## src/rtl/pipe_reg_em.sv

```systemverilog
// Execute->memory pipeline register: DEPTH slots with stall, flush, valid tracking,
// output write-enable gating and a saturating bubble counter for hazard debug.
module pipe_reg_em #(
  parameter int unsigned ADDRESS_WIDTH = 32,
  parameter int unsigned DATA_WIDTH    = 32,
  parameter int unsigned RD_WIDTH      = 5,
  parameter int unsigned DEPTH         = 1,
  parameter int unsigned CNT_WIDTH     = 16
) (
  input  logic                     clk_i,
  input  logic                     rst_i,
  input  logic                     stall_i,
  input  logic                     flush_i,
  input  logic                     validE_i,
  input  logic [DATA_WIDTH-1:0]    alu_resultE_i,
  input  logic [DATA_WIDTH-1:0]    write_dataE_i,
  input  logic [RD_WIDTH-1:0]      rdE_i,
  input  logic [ADDRESS_WIDTH-1:0] pc_plus4E_i,
  input  logic                     reg_writeE_i,
  input  logic [1:0]               result_srcE_i,
  input  logic                     mem_writeE_i,
  input  logic                     cache_weE_i,
  output logic                     validM_o,
  output logic [DATA_WIDTH-1:0]    alu_resultM_o,
  output logic [DATA_WIDTH-1:0]    write_dataM_o,
  output logic [RD_WIDTH-1:0]      rdM_o,
  output logic [ADDRESS_WIDTH-1:0] pc_plus4M_o,
  output logic                     reg_writeM_o,
  output logic [1:0]               result_srcM_o,
  output logic                     mem_writeM_o,
  output logic                     cache_weM_o,
  output logic [CNT_WIDTH-1:0]     bubble_cnt_o
);

  localparam int unsigned LAST = DEPTH - 1;
  localparam logic [CNT_WIDTH-1:0] CNT_MAX = {CNT_WIDTH{1'b1}};

  // Contents of one pipeline slot
  typedef struct packed {
    logic                     valid;
    logic [DATA_WIDTH-1:0]    alu_result;
    logic [DATA_WIDTH-1:0]    write_data;
    logic [RD_WIDTH-1:0]      rd;
    logic [ADDRESS_WIDTH-1:0] pc_plus4;
    logic                     reg_write;
    logic [1:0]               result_src;
    logic                     mem_write;
    logic                     cache_we;
  } slot_t;

  slot_t                 slot_q [DEPTH];
  slot_t                 e_slot;
  slot_t                 out_slot;
  logic [CNT_WIDTH-1:0]  bubble_cnt_q;

  // Reject unsupported depths at elaboration
  if ((DEPTH < 1) || (DEPTH > 4)) begin : g_bad_depth
    $error("pipe_reg_em: DEPTH must be in 1..4");
  end

  // Bundle execute-stage inputs into a slot record
  always_comb begin
    e_slot            = '0;
    e_slot.valid      = validE_i;
    e_slot.alu_result = alu_resultE_i;
    e_slot.write_data = write_dataE_i;
    e_slot.rd         = rdE_i;
    e_slot.pc_plus4   = pc_plus4E_i;
    e_slot.reg_write  = reg_writeE_i;
    e_slot.result_src = result_srcE_i;
    e_slot.mem_write  = mem_writeE_i;
    e_slot.cache_we   = cache_weE_i;
  end

  // First slot: capture E inputs; flush clears valid only, stall holds
  always_ff @(posedge clk_i) begin
    if (rst_i) begin
      slot_q[0] <= '0;
    end else if (flush_i) begin
      slot_q[0].valid <= 1'b0;
    end else if (!stall_i) begin
      slot_q[0] <= e_slot;
    end
  end

  // Remaining slots shift forward under the same reset/flush/stall priority
  for (genvar k = 1; k < DEPTH; k++) begin : g_slot
    always_ff @(posedge clk_i) begin
      if (rst_i) begin
        slot_q[k] <= '0;
      end else if (flush_i) begin
        slot_q[k].valid <= 1'b0;
      end else if (!stall_i) begin
        slot_q[k] <= slot_q[k-1];
      end
    end
  end

  // Count cycles the output slot is a bubble, saturating instead of wrapping
  always_ff @(posedge clk_i) begin
    if (rst_i) begin
      bubble_cnt_q <= '0;
    end else if (!out_slot.valid && (bubble_cnt_q != CNT_MAX)) begin
      bubble_cnt_q <= bubble_cnt_q + CNT_WIDTH'(1);
    end
  end

  assign out_slot = slot_q[LAST];

  // Payload passes straight through; write enables are qualified by valid
  assign validM_o      = out_slot.valid;
  assign alu_resultM_o = out_slot.alu_result;
  assign write_dataM_o = out_slot.write_data;
  assign rdM_o         = out_slot.rd;
  assign pc_plus4M_o   = out_slot.pc_plus4;
  assign result_srcM_o = out_slot.result_src;
  assign reg_writeM_o  = out_slot.valid & out_slot.reg_write & (out_slot.rd != '0);
  assign mem_writeM_o  = out_slot.valid & out_slot.mem_write;
  assign cache_weM_o   = out_slot.valid & out_slot.cache_we;
  assign bubble_cnt_o  = bubble_cnt_q;

endmodule

```

## config.mk

```make
export PLATFORM = sky130hd
export DESIGN_NAME = pipe_reg_em
export DESIGN_NICKNAME = d
export VERILOG_FILES = /design/src/rtl/pipe_reg_em.sv
export SDC_FILE = /design/constraint.sdc
export NUM_CORES = 1
export LEC_CHECK = 0
export ABC_AREA = 1
export CAP_MARGIN = 10
export CORE_ASPECT_RATIO = 0.8
export CORE_UTILIZATION = 44
export DETAILED_ROUTE_END_ITERATION = 16
export PLACE_DENSITY_LB_ADDON = 0.05
export REMOVE_ABC_BUFFERS = 1
export SYNTH_ARGS = -nofsm -noshare
export SYNTH_HDL_FRONTEND = slang
export SYNTH_SLANG_ARGS = --single-unit
```

## constraint.sdc

```tcl
create_clock -name clk_i -period 4.6 [get_ports clk_i]
set_input_delay 0.69 -clock clk_i [delete_from_list [all_inputs] [get_ports clk_i]]
set_output_delay 0.69 -clock clk_i [all_outputs]
set_load 0.02 [all_outputs]
```

== Word-level counts from Yosys, hierarchy flattened ==
Memories as Yosys holds them, arrays and structs flattened.
Cells that the tools add are included.

* Register bits after elaboration: 16
* RAM bits: 107
* Bits of input ports: 111
* Output and inout port bits: 123
* Word-level logic and storage cells: 26
* Memories kept: 1

{| class="wikitable"
|+ Memories
! memory !! words !! bits a word !! read ports !! clocked after memory_dff !! write ports !! RTL line !! text
|-
| slot_q || 1 || 107 || 1 || 0 || 1 || 51 || <nowiki>slot_t slot_q [DEPTH];</nowiki>
|}

* $add $sub $neg: 1
* Eq/ne operators: 1
* Muxes and demuxes: 13
* Bitwise gates (word level): 4
* Reductions and logical operators: 5

{| class="wikitable"
|+ Operators by type and width
! kind !! number
|-
| $mux 107 || 2
|-
| $reduce_or 107->1 || 2
|-
| $add 16x1->16 const B || 1
|-
| $ne 16x16->1 const B || 1
|-
| $mux 1 || 9
|-
| $reduce_bool 5->1 || 1
|-
| $and 1x1->1 || 4
|-
| $mux 2 || 2
|-
| $logic_and 1x1->1 || 1
|-
| $logic_not 1->1 || 1
|}

== Depth between registers and ports, before layout ==
Gate-level depths: netlist of the first run.

* Depth after elaboration: 6
* Depth in mapped cells: 9
* Gate-level depth less buffers: 9

== Worst setup path before layout of the first run ==
OpenSTA, ideal clock, no wires.

* Path kind: input-to-reg
* Start: input port flush_i
* End: memory slot_q[0][0] in the netlist's numbering, enable pin
* Setup time: 0.468 ns
* Data arrival time: 3.596 ns
* Required time: 4.132 ns
* Setup slack: 0.535 ns
* Stages: 5
* Path buffers: 2
* Path through: nor2_1 > nand2_1 > buf_2 > buf_2 > nand2_1

* Word-level cells in the longest chain between the ends: 6
* Elaborated cells between the ends (all ways): 10
* Those cells by class: mux: 8; reduce/logical: 2

{| class="wikitable"
|+ RTL lines
! what !! RTL line !! text
|-
| start, declared || 13 || <nowiki>input logic flush_i,</nowiki>
|-
| $mux 1 || 79 || <nowiki>end else if (flush_i) begin</nowiki>
|-
| $mux 1 || 77 || <nowiki>if (rst_i) begin</nowiki>
|-
| $mux 1 (not written as such) || 80 || <nowiki>slot_q[0].valid <= 1'b0;</nowiki>
|-
| $reduce_or 107->1 (no source line) || - ||
|-
| $mux 2 (no source line) || - ||
|-
| $mux 2 (no source line) * || - ||
|-
| end, declared || 51 ||
|}

Every way passes the cells marked *; elsewhere a longest branch is shown, timed or not.

== Worst setup path after layout of the first run ==
* Start: input port rst_i
* End: memory slot_q[0][41] in the netlist's numbering, enable pin

* Word-level cells in the longest chain between the ends: 5
* Elaborated cells between the ends (all ways): 10
* Those cells by class: mux: 8; reduce/logical: 2

{| class="wikitable"
|+ RTL lines
! what !! RTL line !! text
|-
| start, declared || 11 || <nowiki>input logic rst_i,</nowiki>
|-
| $mux 1 || 77 ||
|-
| $mux 1 (not written as such) || 80 ||
|-
| $reduce_or 107->1 (no source line) || - ||
|-
| $mux 2 (no source line) || - ||
|-
| $mux 2 (no source line) * || - ||
|}

Marks and branches as above.

==> key figures, run 1 <==
Logic synthesis
  • Synth warnings: 0
  • Synthesized instance count: around 590
  • Post-synthesis sequential area ratio: 61.0%
  • Post-Syn Area per Cell: approximately 9.8 µm²
  • Yosys reg bits: ~120
  • Mapped cell area: a little under 6000 µm²
  • Synth unique cells: 20

Place
  • Gp weighted congestion: between 0.7 and 0.8
  • Port bufs: between 200 and 250
  • Post-DP HPWL: 8940 µm

STA
  • Worst-Margin Slew: ~1100 ps
  • Achievable Freq: 0.365 GHz
  • Slew Limit Fails: 0
  • Final hold violation count: 0
  • RSZ-0062 raised after global routing: false
  • Setup TNS: 0 ps
  • Worst Skew: about 6.0 ps
  • Crit share post-route: roughly three fifths
  • Slew HR: approximately 28%
  • Clock period minus worst slack: roughly 2700 ps
  • Final setup viols: 0

Clocking
  • H-tree depth: 4
  • Post-CTS sizing: 0
  • Hold buffer count at CTS: 0
  • Num CTS Buffers: 17
  • Worst skew pair latency: ~400 ps
  • Clk sink count: 123
  • CTS tree: yes
  • Clock transition at the registers of the reported paths: roughly 50 ps
  • CTS Root Cell: clkbuf_16
  • Setup Buffers After CTS: 0
  • Clock Tree Buf Depth: 2

Power and ir drop
  • Cell area power density: between 300 and 400 nW/µm²
  • Maximum vdd drop: approximately 0.24 mV
  • Int Pwr: between 2 and 2.5 mW
  • Reg power frac: 46.5%
  • Static Leakage: around 3.4 nW
  • Switching portion of total power: about 23%
  • Comb pwr share: 15.3%
  • Clock network power share: between 30% and 40%
  • Psw: about 660 µW

Worst setup path
  • Arrival time worst endpoint: 2790 ps
  • CP required: around 4700 ps
  • Crit-path max FO: between 40 and 50
  • Reg2reg setup slack: 2810 ps
  • Reg2reg path depth: 6
  • Startpoint types: input pin
  • Crit Path Class: in2reg
  • Worst R2R End: bubble_cnt_o[15]$_SDFFE_PP0P_
  • CP endpoint kind: flip-flop
  • RR Startpoint: bubble_cnt_o[0]$_SDFFE_PP0P_

Floorplan
  • Std-Cell Rows: 37
  • Die height: approximately 100 µm
  • Starting Density: 45.0%
  • Core area: roughly 13000 µm²
  • Die ar.: between 10000 and 15000 µm²
  • I/O pin count: around 230
  • Die width: between 100 and 150 µm

Final layout
  • Nets: roughly 840
  • N_diodes: 0
  • Commonest non-fill, non-tap cell in the layout: clkdlybuf4s50_1
  • Layout cells sized above 1: 4.46%
  • Most frequent cells in the layout: clkdlybuf4s50_1 (233), nor2_1 (145), inv_1 (121), edfxtp_1 (107), nand2_1 (41)
  • Synthesis-to-finish area growth: 38.1%
  • Final core utilization: 62.2%

Min path
  • Hold_sp: bubble_cnt_o[1]$_SDFFE_PP0P_
  • Hold path depth: 2
  • Worst Hold Class: reg2reg
  • WHS Endpoint: bubble_cnt_o[1]$_SDFFE_PP0P_

Global routing
  • Remaining Overflow, GRT: 0
  • Vias in the first global route: 3896
  • Largest net degree at the start of global routing: around 110
  • First-pass GRT wire length: roughly 19000 µm
  • Overall Global Routing Usage: between 10% and 20%
  • Initial antenna violation count: 0

Route
  • Avg WL per Cell: 13.6 µm
  • Routed Antenna Nets: 0
  • Initial DRC Count: roughly 210
  • DR pass1 iterations: 4
  • Remaining DRCs: 0
  • Vias: 3987
  • Vias per inst: 4.36
  • Total Routed Length: ~12000 µm

Job
  • Max-cap violations: 0

Outcome
  • Status: finished, final reports clean
[cells in the mapped netlist]
cell type	number	area (µm²)
buf_6	2	22.5
nor2_4	1	11.3
clkinv_1	1	3.75
nand3_1	15	75.1
buf_2	4	20.0
ha_1	1	12.5
inv_1	121	454
a21oi_1	11	55.1
nand4_1	1	6.26
nand3_2	2	20.0
nor3_1	3	15.0
buf_4	104	781
clkbuf_1	8	30.0
edfxtp_1	107	3210
nand4_2	1	12.5
dfxtp_1	16	320
nor2_1	145	544
nand2_2	2	12.5
nand2_1	43	161
nor2_2	4	25.0
[cells by family after synthesis]
family | Yosys count | synth area share [%]
AO/OA/AOI/OAI | 11 | 0.950
adder cells (fa/ha/maj) | 1 | 0.216
AND/OR/NAND/NOR | 217 | 15.2
buffers and inverters | 240 | 22.6
flip-flops | 123 | 61.0
[power by group through the flow]
stage | clock (mW) | sequential (mW) | combinational (mW)
final | 1.09 | 1.33 | 0.436
after global routing | 1.16 | 1.34 | 0.464
after CTS | 1.12 | 1.33 | 0.441
after detailed placement | 0 | 1.35 | 0.439
after global placement | 0 | 1.35 | 0.436
after floorplan | 0 | 1.45 | 0.0663
[cell type report]
| cell class | count | area, µm² |
|---|---|---|
| clock buffers | 23 | 448 |
| clock inverters | 7 | 27.5 |
| fillers | 1076 | 4860 |
| inverters | 122 | 458 |
| multi-input cells | 229 | 966 |
| flip-flops and latches | 123 | 3530 |
| well taps | 175 | 219 |
| repair buffers | 236 | 2350 |
[registers in the layout, summed over array words and instances (netlist names)]
name and flops:
bubble_cnt_o 16, slot_q 107
[critical path, cell delays in order]
cell and delay (ps):
clkdlybuf4s50_1 480, clkinv_1 420, nand2_4 660, buf_4 520
[routing by layer]
layer | up-vias | part of all wire, % | track usage (%)
met1 | 1828 | 38 | 20.3
li1 | 1974 | - | -
met3 | 16 | 13 | 11.2
met4 | 0 | 2.0 | 8.14
met5 | - | 0 | 0
met2 | 169 | 47 | 30.5
[per-stage QoR]
| stage | total power, mW | instances | setup WS (ps) | area, µm² | hold WS, ps |
|---|---|---|---|---|---|
| floorplan | 1.52 | 474 | -1540 | 4940 | 583 |
| global placement | 1.78 | 885 | 1450 | 7530 | 507 |
| detailed placement | 1.79 | 885 | 1380 | 7530 | 527 |
| CTS | 2.89 | 915 | 1810 | 8010 | 532 |
| global route | 2.96 | 915 | 1690 | 8010 | 561 |
| finish | 2.85 | 915 | 1860 | 8010 | 528 |
[how the worst max path moves through the flow]
stage	slack, ps	depth (start not counted)	startpoint	end
2_1_floorplan	-1540	3	flush_i	slot_q[0][0]$_SDFFCE_PN0P_
3_3_place_gp	1450	4	rst_i	slot_q[0][13]$_SDFFCE_PN0P_
3_5_place_dp	1380	4	rst_i	slot_q[0][9]$_SDFFCE_PN0P_
4_1_cts	1810	4	rst_i	slot_q[0][9]$_SDFFCE_PN0P_
5_1_grt	1690	4	rst_i	slot_q[0][16]$_SDFFCE_PN0P_
6_report	1860	4	rst_i	slot_q[0][41]$_SDFFCE_PN0P_
Note: power is estimated with default switching activity, not from simulation.
==> run 2, diff against run 1 <==
Clock period 4.6 ns to 2.7 ns, I/O delays scaled along.
==> key figures, run 2 (synthesis results as in run 1) <==
Clocking
  • Clock transition at the registers of the reported paths: about 60 ps
  • Num CTS Buffers: 17
  • Clk sink count: between 100 and 150
  • H-tree depth: 4
  • Hold buffer count at CTS: 0
  • Clock Tree Buf Depth: 2
  • Post-CTS sizing: 0
  • Setup Buffers After CTS: 0
  • Worst skew pair latency: about 400 ps
  • CTS tree: yes
  • CTS Root Cell: clkbuf_16

Floorplan
  • Std-Cell Rows: 37
  • Starting Density: 45.0%
  • I/O pin count: around 230
  • Die ar.: between 10000 and 15000 µm²
  • Core area: ~13000 µm²
  • Die width: 130 µm
  • Die height: around 100 µm

Global routing
  • Met2 GRT Util: 31.2%
  • Remaining Overflow, GRT: 0
  • Grt met3 use: roughly a tenth
  • Busiest layer in global routing: met2
  • Overall Global Routing Usage: a little under a fifth
  • First-pass GRT wire length: 19300 µm
  • Initial antenna violation count: 0
  • Largest net degree at the start of global routing: about 110
  • Met1 Usage GRT: 20.7%
  • Vias in the first global route: 3957

Route
  • Total Routed Length: 12300 µm
  • DR pass1 iterations: 6
  • Routed Antenna Nets: 0
  • Remaining DRCs: 0
  • Initial DRC Count: between 150 and 200
  • Vias: ~4000
  • Vias per inst: around 4.3
  • Avg WL per Cell: around 13 µm

STA
  • Crit share post-route: 85.5%
  • Achievable Freq: 0.433 GHz
  • Worst-Margin Slew: ~550 ps
  • Worst Skew: between 5 and 6 ps
  • Clock period minus worst slack: approximately 2300 ps
  • Final setup viols: 0
  • Hold WS: roughly 540 ps
  • Slew HR: about 63%
  • Final hold violation count: 0
  • RSZ-0062 raised after global routing: false
  • Slew Limit Fails: 0

Final layout
  • Layout cells sized above 1: under 10%
  • Nets: between 800 and 900
  • Multi-input gate area: 966 µm²
  • Fillers: between 1000 and 1500
  • Synthesis-to-finish area growth: 40.7%
  • Most flops, register: slot_q
  • Most frequent cells in the layout: clkdlybuf4s50_1 (233), nor2_1 (145), inv_1 (121), edfxtp_1 (107), nand2_1 (41)
  • N_diodes: 0
  • Max reg flops: roughly 110
  • Commonest non-fill, non-tap cell in the layout: clkdlybuf4s50_1
  • Layout Cells excl Fill: 920
  • Register area: 3530 µm²
  • Final core utilization: about 63%

Outcome
  • Status: finished, final reports clean

Worst setup path
  • Arrival time worst endpoint: around 1900 ps
  • CP Cell Sequence: nand2_1 > inv_1 > clkdlybuf4s50_1
  • CP required: 2300 ps
  • Crit path buffers/inverters: 2
  • Crit-path max FO: 14
  • Slowest CP cell: edfxtp_1
  • CP endpoint kind: output port
  • Crit Path Class: reg2out
  • CP max stage delay: 690 ps
  • Cell family with most CP delay: buffers and inverters
  • Startpoint types: flip-flop

Place
  • Total placed cells including tap cells: 888
  • Gp weighted congestion: 0.802
  • Port bufs: around 230
  • Post-DP HPWL: slightly below 9000 µm

Job
  • Max-cap violations: 0

Power and ir drop
  • Tot Pwr: 5.14 mW
  • Static Leakage: 3.47 nW
  • Maximum vdd drop: between 0.4 and 0.5 mV
  • Cell area power density: ~630 nW/µm²

Min path
  • Worst Hold Class: reg2reg
[run 2: cell types whose count changed in the layout (fill, tap and decap cells not counted)]
| cell | delta |
|---|---|
| clkinvlp_4 | +6 |
| clkinv_1 | -4 |
| clkbuf_1 | -4 |
| bufinv_16 | +2 |
| buf_12 | +3 |
| clkinv_2 | +2 |
[run 2: worst paths after layout]
kind                                 from                      endpoint  slack (ps)  cells after the start
max          slot_q[0][106]$_SDFFCE_PN0P_                  mem_writeM_o         390                      3
min          bubble_cnt_o[1]$_SDFFE_PP0P_  bubble_cnt_o[1]$_SDFFE_PP0P_         540                      2
max reg2reg  bubble_cnt_o[0]$_SDFFE_PP0P_  bubble_cnt_o[6]$_SDFFE_PP0P_         930                      6
min reg2reg  bubble_cnt_o[1]$_SDFFE_PP0P_  bubble_cnt_o[1]$_SDFFE_PP0P_         540                      2
[run 2: cell type report]
cell class                      instances  area share, %
Clock buffer                           19           5.31
Inverter                              122           5.62
Tap cell                              175           2.69
Multi-Input combinational cell        229           11.8
Sequential cell                       123           43.3
Timing Repair Buffer                  239           29.6
Clock inverter                         13           1.57
[run 2: worst min-delay path: stages (launching register included)]
cell     delay [ps]
dfxtp_1         330
nor2_1          110
nor2_1           50
[run 2: through the flow]
stage	TNS (ps)	area, µm²	setup slack (ps)
6_report	0	8150	390
5_1_grt	0	8150	233
4_1_cts	0	8150	375
3_5_place_dp	0	7590	622
3_3_place_gp	0	7590	655
2_1_floorplan	-334300	4940	-3150
[run 2: where the power goes]
part           leakage [nW]  switching [mW]  total [mW]  internal, mW
logic                  2.03           0.359       0.752         0.392
clock network         0.256           0.786        2.13          1.34
registers              1.18          0.0489        2.26          2.21
total                  3.47            1.19        5.14          3.95
[run 2: routing by layer]
| metal | vias up | wire, µm |
|---|---|---|
| li1 | 1984 | - |
| met2 | 169 | 5950 |
| met3 | 11 | 1500 |
| met1 | 1803 | 4730 |
| met5 | - | 0 |
| met4 | 0 | 148 |
